**src/rtl/l1_tag_lookup_if.sv**
```systemverilog
// Bus bundle for the L1 tag-lookup stage: probe/response, allocation and tag SRAM ports.
// The lookup stage connects through the slave modport; its environment uses master.
interface l1_tag_lookup_if #(
    parameter int TAG_WIDTH = 20,
    parameter int NUM_SET   = 32,
    parameter int NUM_WAY   = 2,
    parameter int SET_DEPTH = 5,
    parameter int WAY_DEPTH = 1
);
    logic                                 probe_valid_i;
    logic                                 probe_ready_o;
    logic [SET_DEPTH-1:0]                 probe_setid_i;
    logic [TAG_WIDTH-1:0]                 probe_tag_i;
    logic                                 resp_valid_o;
    logic                                 resp_ready_i;
    logic                                 resp_hit_o;
    logic [WAY_DEPTH-1:0]                 resp_hit_way_o;
    logic [WAY_DEPTH-1:0]                 resp_victim_way_o;
    logic                                 alloc_valid_i;
    logic                                 alloc_ready_o;
    logic [SET_DEPTH-1:0]                 alloc_setid_i;
    logic [WAY_DEPTH-1:0]                 alloc_way_i;
    logic [TAG_WIDTH-1:0]                 alloc_tag_i;
    logic                                 r_req_valid_o;
    logic [SET_DEPTH-1:0]                 r_req_setid_o;
    logic [NUM_WAY*(TAG_WIDTH+1)-1:0]     r_resp_data_i;
    logic                                 w_req_valid_o;
    logic [SET_DEPTH-1:0]                 w_req_setid_o;
    logic [NUM_WAY-1:0]                   w_req_waymask_o;
    logic [NUM_WAY*(TAG_WIDTH+1)-1:0]     w_req_data_o;

    modport slave (
        input  probe_valid_i, probe_setid_i, probe_tag_i, resp_ready_i,
               alloc_valid_i, alloc_setid_i, alloc_way_i, alloc_tag_i, r_resp_data_i,
        output probe_ready_o, resp_valid_o, resp_hit_o, resp_hit_way_o, resp_victim_way_o,
               alloc_ready_o, r_req_valid_o, r_req_setid_o,
               w_req_valid_o, w_req_setid_o, w_req_waymask_o, w_req_data_o
    );

    modport master (
        output probe_valid_i, probe_setid_i, probe_tag_i, resp_ready_i,
               alloc_valid_i, alloc_setid_i, alloc_way_i, alloc_tag_i, r_resp_data_i,
        input  probe_ready_o, resp_valid_o, resp_hit_o, resp_hit_way_o, resp_victim_way_o,
               alloc_ready_o, r_req_valid_o, r_req_setid_o,
               w_req_valid_o, w_req_setid_o, w_req_waymask_o, w_req_data_o
    );
endinterface

```
**src/rtl/l1_tag_lookup.sv**
```systemverilog
// L1 tag-lookup stage: clears the tag SRAM after reset, then serves probes (hit/way/victim)
// through a one-cycle compare stage and a 2-entry response FIFO, plus tag allocation writes.
module l1_tag_lookup #(
    parameter int TAG_WIDTH = 20,
    parameter int NUM_SET   = 32,
    parameter int NUM_WAY   = 2,
    parameter int SET_DEPTH = 5,
    parameter int WAY_DEPTH = 1
) (
    input  logic          clk,
    input  logic          rst_n,
    l1_tag_lookup_if.slave bus
);
    localparam int ENTRY_W = TAG_WIDTH + 1;
    localparam int DATA_W  = NUM_WAY * ENTRY_W;

    localparam logic [0:0] ST_INIT = 1'b0;
    localparam logic [0:0] ST_RUN  = 1'b1;

    logic [0:0]           state_reg;
    logic [SET_DEPTH-1:0] init_cnt_reg;
    logic [WAY_DEPTH-1:0] rr_ptr_reg [NUM_SET];

    logic                 s1_valid_reg;
    logic [SET_DEPTH-1:0] s1_setid_reg;
    logic [TAG_WIDTH-1:0] s1_tag_reg;

    logic                 fifo_hit_reg    [2];
    logic [WAY_DEPTH-1:0] fifo_hit_way_reg[2];
    logic [WAY_DEPTH-1:0] fifo_victim_reg [2];
    logic                 fifo_wr_ptr_reg;
    logic                 fifo_rd_ptr_reg;
    logic [1:0]           fifo_count_reg;

    logic                 run;
    logic                 in_init;
    logic                 probe_fire;
    logic                 alloc_fire;
    logic                 resp_pop;
    logic [2:0]           occupancy_next;

    logic [NUM_WAY-1:0]   way_valid;
    logic [NUM_WAY-1:0]   way_match;
    logic [NUM_WAY-1:0]   alloc_onehot;
    logic                 s1_hit;
    logic [WAY_DEPTH-1:0] s1_hit_way;
    logic [WAY_DEPTH-1:0] s1_victim;

    assign run     = (state_reg == ST_RUN);
    // Gated by rst_n so the clear writes stay quiet while reset is held.
    assign in_init = (state_reg == ST_INIT) && rst_n;

    assign resp_pop       = bus.resp_valid_o && bus.resp_ready_i;
    assign occupancy_next = {1'b0, fifo_count_reg} + 3'(s1_valid_reg) - 3'(resp_pop);

    // Allocation wins over probes so an SRAM read never meets a partial-mask write.
    assign bus.probe_ready_o = run && !bus.alloc_valid_i && (occupancy_next < 3'd2);
    assign bus.alloc_ready_o = run;
    assign probe_fire        = bus.probe_valid_i && bus.probe_ready_o;
    assign alloc_fire        = bus.alloc_valid_i && bus.alloc_ready_o;

    assign bus.r_req_valid_o = probe_fire;
    assign bus.r_req_setid_o = bus.probe_setid_i;

    generate
        for (genvar gi = 0; gi < NUM_WAY; gi++) begin : g_way
            assign way_valid[gi]    = bus.r_resp_data_i[gi*ENTRY_W + TAG_WIDTH];
            assign way_match[gi]    = way_valid[gi] &&
                                      (bus.r_resp_data_i[gi*ENTRY_W +: TAG_WIDTH] == s1_tag_reg);
            assign alloc_onehot[gi] = (bus.alloc_way_i == WAY_DEPTH'(gi));
        end
    endgenerate

    always_comb begin
        bus.w_req_valid_o   = 1'b0;
        bus.w_req_setid_o   = '0;
        bus.w_req_waymask_o = '0;
        bus.w_req_data_o    = '0;
        if (in_init) begin
            bus.w_req_valid_o   = 1'b1;
            bus.w_req_setid_o   = init_cnt_reg;
            bus.w_req_waymask_o = '1;
        end else if (alloc_fire) begin
            bus.w_req_valid_o   = 1'b1;
            bus.w_req_setid_o   = bus.alloc_setid_i;
            bus.w_req_waymask_o = alloc_onehot;
            bus.w_req_data_o    = DATA_W'({NUM_WAY{1'b1, bus.alloc_tag_i}});
        end
    end

    // Descending scans so the lowest matching / lowest invalid way is the one that sticks.
    always_comb begin
        s1_hit     = 1'b0;
        s1_hit_way = '0;
        s1_victim  = rr_ptr_reg[s1_setid_reg];
        for (int i = NUM_WAY - 1; i >= 0; i--) begin
            if (way_match[i]) begin
                s1_hit     = 1'b1;
                s1_hit_way = WAY_DEPTH'(i);
            end
            if (!way_valid[i]) begin
                s1_victim = WAY_DEPTH'(i);
            end
        end
    end

    assign bus.resp_valid_o      = (fifo_count_reg != 2'd0);
    assign bus.resp_hit_o        = fifo_hit_reg[fifo_rd_ptr_reg];
    assign bus.resp_hit_way_o    = fifo_hit_way_reg[fifo_rd_ptr_reg];
    assign bus.resp_victim_way_o = fifo_victim_reg[fifo_rd_ptr_reg];

    always_ff @(posedge clk or negedge rst_n) begin
        if (!rst_n) begin
            state_reg       <= ST_INIT;
            init_cnt_reg    <= '0;
            s1_valid_reg    <= 1'b0;
            s1_setid_reg    <= '0;
            s1_tag_reg      <= '0;
            fifo_wr_ptr_reg <= 1'b0;
            fifo_rd_ptr_reg <= 1'b0;
            fifo_count_reg  <= 2'd0;
            for (int i = 0; i < NUM_SET; i++) begin
                rr_ptr_reg[i] <= '0;
            end
            for (int i = 0; i < 2; i++) begin
                fifo_hit_reg[i]     <= 1'b0;
                fifo_hit_way_reg[i] <= '0;
                fifo_victim_reg[i]  <= '0;
            end
        end else begin
            if (state_reg == ST_INIT) begin
                init_cnt_reg <= init_cnt_reg + SET_DEPTH'(1);
                if (init_cnt_reg == SET_DEPTH'(NUM_SET - 1)) begin
                    state_reg <= ST_RUN;
                end
            end

            if (alloc_fire) begin
                rr_ptr_reg[bus.alloc_setid_i] <=
                    (bus.alloc_way_i == WAY_DEPTH'(NUM_WAY - 1)) ? '0
                                                                 : bus.alloc_way_i + WAY_DEPTH'(1);
            end

            s1_valid_reg <= probe_fire;
            if (probe_fire) begin
                s1_setid_reg <= bus.probe_setid_i;
                s1_tag_reg   <= bus.probe_tag_i;
            end

            // Flow control reserves a slot for every S1 entry, so the push is unconditional.
            if (s1_valid_reg) begin
                fifo_hit_reg[fifo_wr_ptr_reg]     <= s1_hit;
                fifo_hit_way_reg[fifo_wr_ptr_reg] <= s1_hit_way;
                fifo_victim_reg[fifo_wr_ptr_reg]  <= s1_victim;
                fifo_wr_ptr_reg                   <= ~fifo_wr_ptr_reg;
            end
            if (resp_pop) begin
                fifo_rd_ptr_reg <= ~fifo_rd_ptr_reg;
            end
            fifo_count_reg <= fifo_count_reg + 2'(s1_valid_reg) - 2'(resp_pop);
        end
    end
endmodule

```
**src/flat_wrapper.sv**
```systemverilog
// flat-port wrapper written by rule: the top's interface ports become plain ports
module l1_tag_lookup_flat 
#(
    parameter int TAG_WIDTH = 20,
    parameter int NUM_SET   = 32,
    parameter int NUM_WAY   = 2,
    parameter int SET_DEPTH = 5,
    parameter int WAY_DEPTH = 1
)
  (clk, rst_n, bus_probe_valid_i, bus_probe_setid_i, bus_probe_tag_i, bus_resp_ready_i, bus_alloc_valid_i, bus_alloc_setid_i, bus_alloc_way_i, bus_alloc_tag_i, bus_r_resp_data_i, bus_probe_ready_o, bus_resp_valid_o, bus_resp_hit_o, bus_resp_hit_way_o, bus_resp_victim_way_o, bus_alloc_ready_o, bus_r_req_valid_o, bus_r_req_setid_o, bus_w_req_valid_o, bus_w_req_setid_o, bus_w_req_waymask_o, bus_w_req_data_o);
  l1_tag_lookup_if #(.TAG_WIDTH(TAG_WIDTH), .NUM_SET(NUM_SET), .NUM_WAY(NUM_WAY), .SET_DEPTH(SET_DEPTH), .WAY_DEPTH(WAY_DEPTH)) bus_i ();
  input  logic clk;
  input  logic rst_n;
  input wire logic [$bits(bus_i.probe_valid_i)-1:0] bus_probe_valid_i;
  input wire logic [$bits(bus_i.probe_setid_i)-1:0] bus_probe_setid_i;
  input wire logic [$bits(bus_i.probe_tag_i)-1:0] bus_probe_tag_i;
  input wire logic [$bits(bus_i.resp_ready_i)-1:0] bus_resp_ready_i;
  input wire logic [$bits(bus_i.alloc_valid_i)-1:0] bus_alloc_valid_i;
  input wire logic [$bits(bus_i.alloc_setid_i)-1:0] bus_alloc_setid_i;
  input wire logic [$bits(bus_i.alloc_way_i)-1:0] bus_alloc_way_i;
  input wire logic [$bits(bus_i.alloc_tag_i)-1:0] bus_alloc_tag_i;
  input wire logic [$bits(bus_i.r_resp_data_i)-1:0] bus_r_resp_data_i;
  output wire logic [$bits(bus_i.probe_ready_o)-1:0] bus_probe_ready_o;
  output wire logic [$bits(bus_i.resp_valid_o)-1:0] bus_resp_valid_o;
  output wire logic [$bits(bus_i.resp_hit_o)-1:0] bus_resp_hit_o;
  output wire logic [$bits(bus_i.resp_hit_way_o)-1:0] bus_resp_hit_way_o;
  output wire logic [$bits(bus_i.resp_victim_way_o)-1:0] bus_resp_victim_way_o;
  output wire logic [$bits(bus_i.alloc_ready_o)-1:0] bus_alloc_ready_o;
  output wire logic [$bits(bus_i.r_req_valid_o)-1:0] bus_r_req_valid_o;
  output wire logic [$bits(bus_i.r_req_setid_o)-1:0] bus_r_req_setid_o;
  output wire logic [$bits(bus_i.w_req_valid_o)-1:0] bus_w_req_valid_o;
  output wire logic [$bits(bus_i.w_req_setid_o)-1:0] bus_w_req_setid_o;
  output wire logic [$bits(bus_i.w_req_waymask_o)-1:0] bus_w_req_waymask_o;
  output wire logic [$bits(bus_i.w_req_data_o)-1:0] bus_w_req_data_o;
  assign bus_i.probe_valid_i = bus_probe_valid_i;
  assign bus_i.probe_setid_i = bus_probe_setid_i;
  assign bus_i.probe_tag_i = bus_probe_tag_i;
  assign bus_i.resp_ready_i = bus_resp_ready_i;
  assign bus_i.alloc_valid_i = bus_alloc_valid_i;
  assign bus_i.alloc_setid_i = bus_alloc_setid_i;
  assign bus_i.alloc_way_i = bus_alloc_way_i;
  assign bus_i.alloc_tag_i = bus_alloc_tag_i;
  assign bus_i.r_resp_data_i = bus_r_resp_data_i;
  assign bus_probe_ready_o = bus_i.probe_ready_o;
  assign bus_resp_valid_o = bus_i.resp_valid_o;
  assign bus_resp_hit_o = bus_i.resp_hit_o;
  assign bus_resp_hit_way_o = bus_i.resp_hit_way_o;
  assign bus_resp_victim_way_o = bus_i.resp_victim_way_o;
  assign bus_alloc_ready_o = bus_i.alloc_ready_o;
  assign bus_r_req_valid_o = bus_i.r_req_valid_o;
  assign bus_r_req_setid_o = bus_i.r_req_setid_o;
  assign bus_w_req_valid_o = bus_i.w_req_valid_o;
  assign bus_w_req_setid_o = bus_i.w_req_setid_o;
  assign bus_w_req_waymask_o = bus_i.w_req_waymask_o;
  assign bus_w_req_data_o = bus_i.w_req_data_o;
  l1_tag_lookup #(.TAG_WIDTH(TAG_WIDTH), .NUM_SET(NUM_SET), .NUM_WAY(NUM_WAY), .SET_DEPTH(SET_DEPTH), .WAY_DEPTH(WAY_DEPTH)) u_core (.clk(clk), .rst_n(rst_n), .bus(bus_i));
endmodule
```
**config.mk**
```make
export PLATFORM = sky130hd
export DESIGN_NAME = l1_tag_lookup_flat
export DESIGN_NICKNAME = d
export VERILOG_FILES = /design/src/rtl/l1_tag_lookup_if.sv /design/src/rtl/l1_tag_lookup.sv /design/src/flat_wrapper.sv
export SDC_FILE = /design/constraint.sdc
export NUM_CORES = 1
export LEC_CHECK = 0
export BUFFER_PORTS_ARGS = -buffer_cell sky130_fd_sc_hd__buf_4
export CAP_MARGIN = 5
export CORE_ASPECT_RATIO = 0.8
export CORE_MARGIN = 3
export CORE_UTILIZATION = 50
export CTS_CLUSTER_SIZE = 16
export DETAILED_ROUTE_END_ITERATION = 8
export PLACE_DENSITY = 0.81
export SLEW_MARGIN = 20
export SYNTH_ARGS = -nofsm -noshare
export SYNTH_HDL_FRONTEND = slang
export SYNTH_SLANG_ARGS = --single-unit
```
**constraint.sdc**
```tcl
create_clock -name clk -period 3.53 [get_ports clk]
set_input_delay 0 -clock clk [delete_from_list [all_inputs] [get_ports clk]]
set_output_delay 0 -clock clk [all_outputs]
set_load 0.02 [all_outputs]
```
### Yosys cells after proc, flatten, opt, wreduce, memory -nomap -nowiden

Cells that the tools add are included.

| word-level totals | value |
|---|---|
| bits in registers | 74 |
| output and inout bits | 62 |
| input bits | 98 |

| operators by class | value |
|---|---|
| add/subtract/negate cells | 6 |
| equality and inequality tests | 3 |
| reduce and logical (&&, ||, !) cells | 12 |
| $lt $le $gt $ge | 7 |
| bitwise gates (word level) | 8 |
| mux-type cells | 36 |

Operators with widths:

| operator | count |
|---|---|
| $mux W42 | 2 |
| $eq A20 B20 Y1 | 2 |
| $bwmux W32 | 1 |
| $mux W1 | 23 |
| $ge A6 B6 Y1 const B | 2 |
| $not A5 Y6 | 2 |
| $logic_and A1 B1 Y1 | 10 |
| $mux W5 | 2 |
| $bwmux W2 | 3 |
| $lt A6 B1 Y1 const B | 1 |
| $add A5 B1 Y5 const B | 1 |
| $bmux W1 S5 | 1 |
| $demux W1 S5 | 1 |
| $eq A5 B5 Y1 const B | 1 |
| $ge A2 B2 Y1 const B | 2 |
| $mux W2 | 2 |
| $not A1 Y1 | 4 |
| $not A1 Y2 | 2 |
| $add A2 B1 Y3 | 1 |
| $lt A3 B2 Y1 const B | 1 |
| $sub A3 B1 Y3 | 1 |
| $add A2 B1 Y2 | 1 |
| $lt A2 B1 Y1 const B | 1 |
| $reduce_bool A2 Y1 | 1 |
| other kinds (4) | 4 |

### Logic depth before layout (Yosys ltp)

| depth | value |
|---|---|
| depth after elaboration | 7 |
| mapped depth | 11 |
| gate-level depth less buffers | 10 |

### Least setup slack after synthesis

OpenSTA, ideal clock, no wires.

| timing | value |
|---|---|
| path type | register -> register |
| from | reg u_core.fifo_count_reg[1] |
| to | reg u_core.s1_setid_reg[4] |
| buffers on the path | 1 |
| path slack | 424 ps |
| stages on the path, launching flop included | 11 |
| arrival time | 2981 ps |
| data required time | 3405 ps |
| cell sequence | dfrtp_1 or2_2 and2_1 ha_1 inv_1 ha_1 fa_1 nor4b_4 nand2_2 buf_2 mux2_2 |

| between the ends | value |
|---|---|
| longest elaborated chain between the ends | 6 |
| elaborated cells between the ends (all ways) | 7 |

RTL lines:

| item | line | source |
|---|---|---|
| start: declaration | l1_tag_lookup.sv:33 | `logic [1:0] fifo_count_reg;` |
| start signal: assignment | l1_tag_lookup.sv:160 | `fifo_count_reg <= fifo_count_reg + 2'(s1_valid_reg) - 2'(resp_pop);` |
| $reduce_bool A2 Y1 | l1_tag_lookup.sv:107 | `assign bus.resp_valid_o = (fifo_count_reg != 2'd0);` |
| named net bus_resp_valid_o | flat_wrapper.sv:24 | `output wire logic [$bits(bus_i.resp_valid_o)-1:0] bus_resp_valid_o;` |
| $logic_and A1 B1 Y1 | l1_tag_lookup.sv:53 | `assign resp_pop = bus.resp_valid_o && bus.resp_ready_i;` |
| named net u_core.resp_pop | l1_tag_lookup.sv:39 | `logic resp_pop;` |
| $sub A3 B1 Y3 | l1_tag_lookup.sv:54 | `assign occupancy_next = {1'b0, fifo_count_reg} + 3'(s1_valid_reg) - 3'(resp_pop);` |
| named net u_core.occupancy_next[1] | l1_tag_lookup.sv:40 | `logic [2:0] occupancy_next;` |
| $lt A3 B2 Y1 | l1_tag_lookup.sv:57 | `assign bus.probe_ready_o = run && !bus.alloc_valid_i && (occupancy_next < 3'd2);` |
| $logic_and A1 B1 Y1 | l1_tag_lookup.sv:57 |  |
| named net bus_probe_ready_o | flat_wrapper.sv:23 | `output wire logic [$bits(bus_i.probe_ready_o)-1:0] bus_probe_ready_o;` |
| $logic_and A1 B1 Y1 | l1_tag_lookup.sv:59 | `assign probe_fire = bus.probe_valid_i && bus.probe_ready_o;` |
| end signal: assignment | l1_tag_lookup.sv:146 | `s1_setid_reg <= bus.probe_setid_i;` |
| end: declaration | l1_tag_lookup.sv:25 | `logic [SET_DEPTH-1:0] s1_setid_reg;` |

The timed path passes the listed nets, and every way through them passes these cells.
A chain may end at the register's enable or synchronous reset.

### Final worst setup path

| timing | value |
|---|---|
| from | reg u_core.fifo_count_reg[1] |
| to | out bus_r_req_valid_o |

| between the ends | value |
|---|---|
| longest elaborated chain between the ends | 6 |
| elaborated cells between the ends (all ways) | 7 |

RTL lines:

| item | line | source |
|---|---|---|
| $reduce_bool A2 Y1 | l1_tag_lookup.sv:107 |  |
| $logic_and A1 B1 Y1 | l1_tag_lookup.sv:53 |  |
| named net u_core.resp_pop | l1_tag_lookup.sv:39 |  |
| $sub A3 B1 Y3 | l1_tag_lookup.sv:54 |  |
| named net u_core.occupancy_next[1] | l1_tag_lookup.sv:40 |  |
| $lt A3 B2 Y1 | l1_tag_lookup.sv:57 |  |
| $logic_and A1 B1 Y1 | l1_tag_lookup.sv:57 |  |
| $logic_and A1 B1 Y1 | l1_tag_lookup.sv:59 |  |
| end: declaration | flat_wrapper.sv:29 | `output wire logic [$bits(bus_i.r_req_valid_o)-1:0] bus_r_req_valid_o;` |

The timed path passes the listed nets, and every way through them passes these cells.

==> flow_summary.ini <==
[floorplan]
die_w_um = 109
ios = 160
die_h_um = 88.7
core_area_um2 = 8130
num_rows = 29
dieArea_um2 = 9710
initial_core_util_pct = 52.6

[setup_path]
worst-path-buf-inv = 3
endpoint_kind = primary output
r2r_slack_ps = 520
critPathCapture = bus_r_req_valid_o
r2r_end = u_core.s1_tag_reg[9]
reg2reg_depth = 9
critPathArrivalTime_ps = 3210
path_class = flip-flop to primary output
path_cells = or2_2, and2_1, ha_1, inv_1, ha_1, fa_1, nor4b_4, nand2_4, inv_1, buf_4
slowest_delay_ps = 500
setup.worst_path.start_class = flip-flop
critPathLaunch = u_core.fifo_count_reg[1]
cp.depth = 10
critical-path-slowest-cell = fa_1
cp_top_family = simple AND/OR/NAND/NOR gates
cp.required_ps = 3530
reg2reg_from = u_core.fifo_count_reg[1]
cp_max_fo = 26

[layout]
largest_reg_flops = 32
antennaDiodeCount = 0
multi_input_area_um2 = 2070
final_cell_mix = buf_4 (161), dfrtp_1 (74), o21ai_0 (37), o31ai_1 (36), mux2_2 (32)
nets = 648
final_common_cell = buf_4
syn2layout_area_growth_pct = 35.9
fillCellCount = 560
final_util_pct = 71.5
drive_gt1_share_pct = 40.0
register_area_um2 = 1850

[power_and_ir_drop]
vdd_drop_max_uv = 396
p_per_area_nw_per_um2 = 580
p_leak_nw = 2.81

[clock_tree]
post_cts_buffers = 0
cts_sinks = 74
cts_buffers = 9
cts_tree = done
cts_root_buf = clkbuf_8
cts_max_path_buffers = 2
clk_latency_ps = 350
htreeDepth = 3
path_clk_slew_ps = 80

[place]
dp_hpwl_mm = 8.23
dp_slack_ps = 365
place_congestion = 0.801
portBuffers = 159

[global_route]
overflow = 0
antenna_found_initial = 0
grt_pass1_vias = 3576
grt_pass1_wl_mm = 17.6
grt_max_degree = 71
track_usage_pct = 23.4

[route]
wl_met1_mm = 4.63
wl_met3_um = 781
drt_iter0_markers = 156
routedWlPerCell_um = 17.8
met2_length_mm = 6.21
vias = 3682
dr.pass1.iters = 4
highest_layer = met4
drc_errors = 0
drt_wl_total_mm = 11.7
via_per_inst = 5.60
ant_nets = 0

[outcome]
status = complete, no violations

[synthesis]
avgSynthCellArea_um2 = 10.7
synth-edff-count = 0
netlist_area_um2 = 4280
synth_top_area_share_pct = 43.3
synthTopCellsByArea = dfrtp_1 (43%), mux2_2 (8.4%), o31ai_1 (6.3%)
ys_seq_elements = 74
yosysUniqueCellTypes = 45
synth_area_leader_cell = dfrtp_1
synthArstFlopShare_pct = 100
ys_warn_count = 0
seq_area_frac_synth_pct = 43.3
synth_nets = 501
ys.flop_type = dfrtp_1
synthesis.instances = 398

[timing]
drv_slew = 0
finalCriticalPeriod_ps = 3210
worst_slack_ps = 320
fin_skew_ps = 5.28
layout_worst_path_cycle_share_pct = 90.9
max_freq_ghz = 0.312
tightest_slew_ps = 888
rsz0062_at_grt = false
tns_ps = 0
setup_viol = 0
hold-worst-slack_ps = 21.8
hold_viol = 0
slew-limit-headroom_pct = 40.8

[hold_path]
holdCritPathClass = input pin to async pin

[run]
max_cap_violations = 0
[worst min-delay path by stage]
stage | startpoint | endpoint | cells past startpoint
2_1_floorplan | rst_n | u_core.bus.alloc_ready_o | 0
4_1_cts | rst_n | u_core.init_cnt_reg[0] | 2
6_report | rst_n | u_core.init_cnt_reg[1] | 2
3_5_place_dp | rst_n | u_core.init_cnt_reg[0] | 1
5_1_grt | rst_n | u_core.init_cnt_reg[1] | 2
3_3_place_gp | rst_n | u_core.init_cnt_reg[3] | 1
[stage by stage]
step / total power (W) / instances / area (um^2)
after floorplan: 0.00219 / 398 / 4280
after detailed placement: 0.00256 / 615 / 5300
after CTS: 0.00336 / 658 / 5810
after global routing: 0.00356 / 658 / 5810
final: 0.00337 / 658 / 5810
after global placement: 0.00249 / 615 / 5300
[cell usage after synthesis (all sizes together), types with 6 or more instances]
master / number
dfrtp: 74
o21ai: 37
o31ai: 36
buf: 32
mux2: 32
xor2: 22
and3: 21
clkbuf: 20
xnor2: 20
nand2: 16
inv: 11
nand3: 8
nand4: 7
nor2: 7
mux4: 6
nand2b: 6
nor4: 6
[where the power goes]
part           leakage [nW]  switching [W]  total [W]  internal [W]
Clock                 0.119       0.000313   0.000767      0.000455
Sequential            0.949       0.000282    0.00136       0.00108
Combinational          1.74       0.000565    0.00124      0.000680
Total                  2.81        0.00116    0.00337       0.00221
[cell families (layout without fill, tap and decap cells)]
group,after synthesis,in the layout,share of synthesized area (%)
simple gates,90,90,12.5
fa+ha+maj,5,5,1.64
flops,74,74,43.3
buf+inv,63,215,8.51
xor+xnor,42,42,8.60
mux,42,42,12.9
compound gates,82,82,12.6
[cell type report]
type	instances	share of cell area [%]
clock buffer	12	2.84
clock inverter	4	1.25
inverter	11	0.711
multi-input combinational	261	35.6
sequential	74	31.9
tap	108	2.33
timing repair buffer	188	25.5
[per-layer routing]
layer | up-vias | track usage, %
met5 | - | 0
met2 | 145 | 42.1
li1 | 1709 | -
met3 | 14 | 4.60
met1 | 1814 | 29.2
met4 | 0 | 5.55
[repair_timing]
action / 4_1_cts / 5_1_grt
hold endpoints to repair: 30 / 0
resized for setup: 0 / 1
hold buffers: 27 / 0
setup endpoints to repair: 0 / 1
Note: power is estimated with default switching activity, not from simulation.
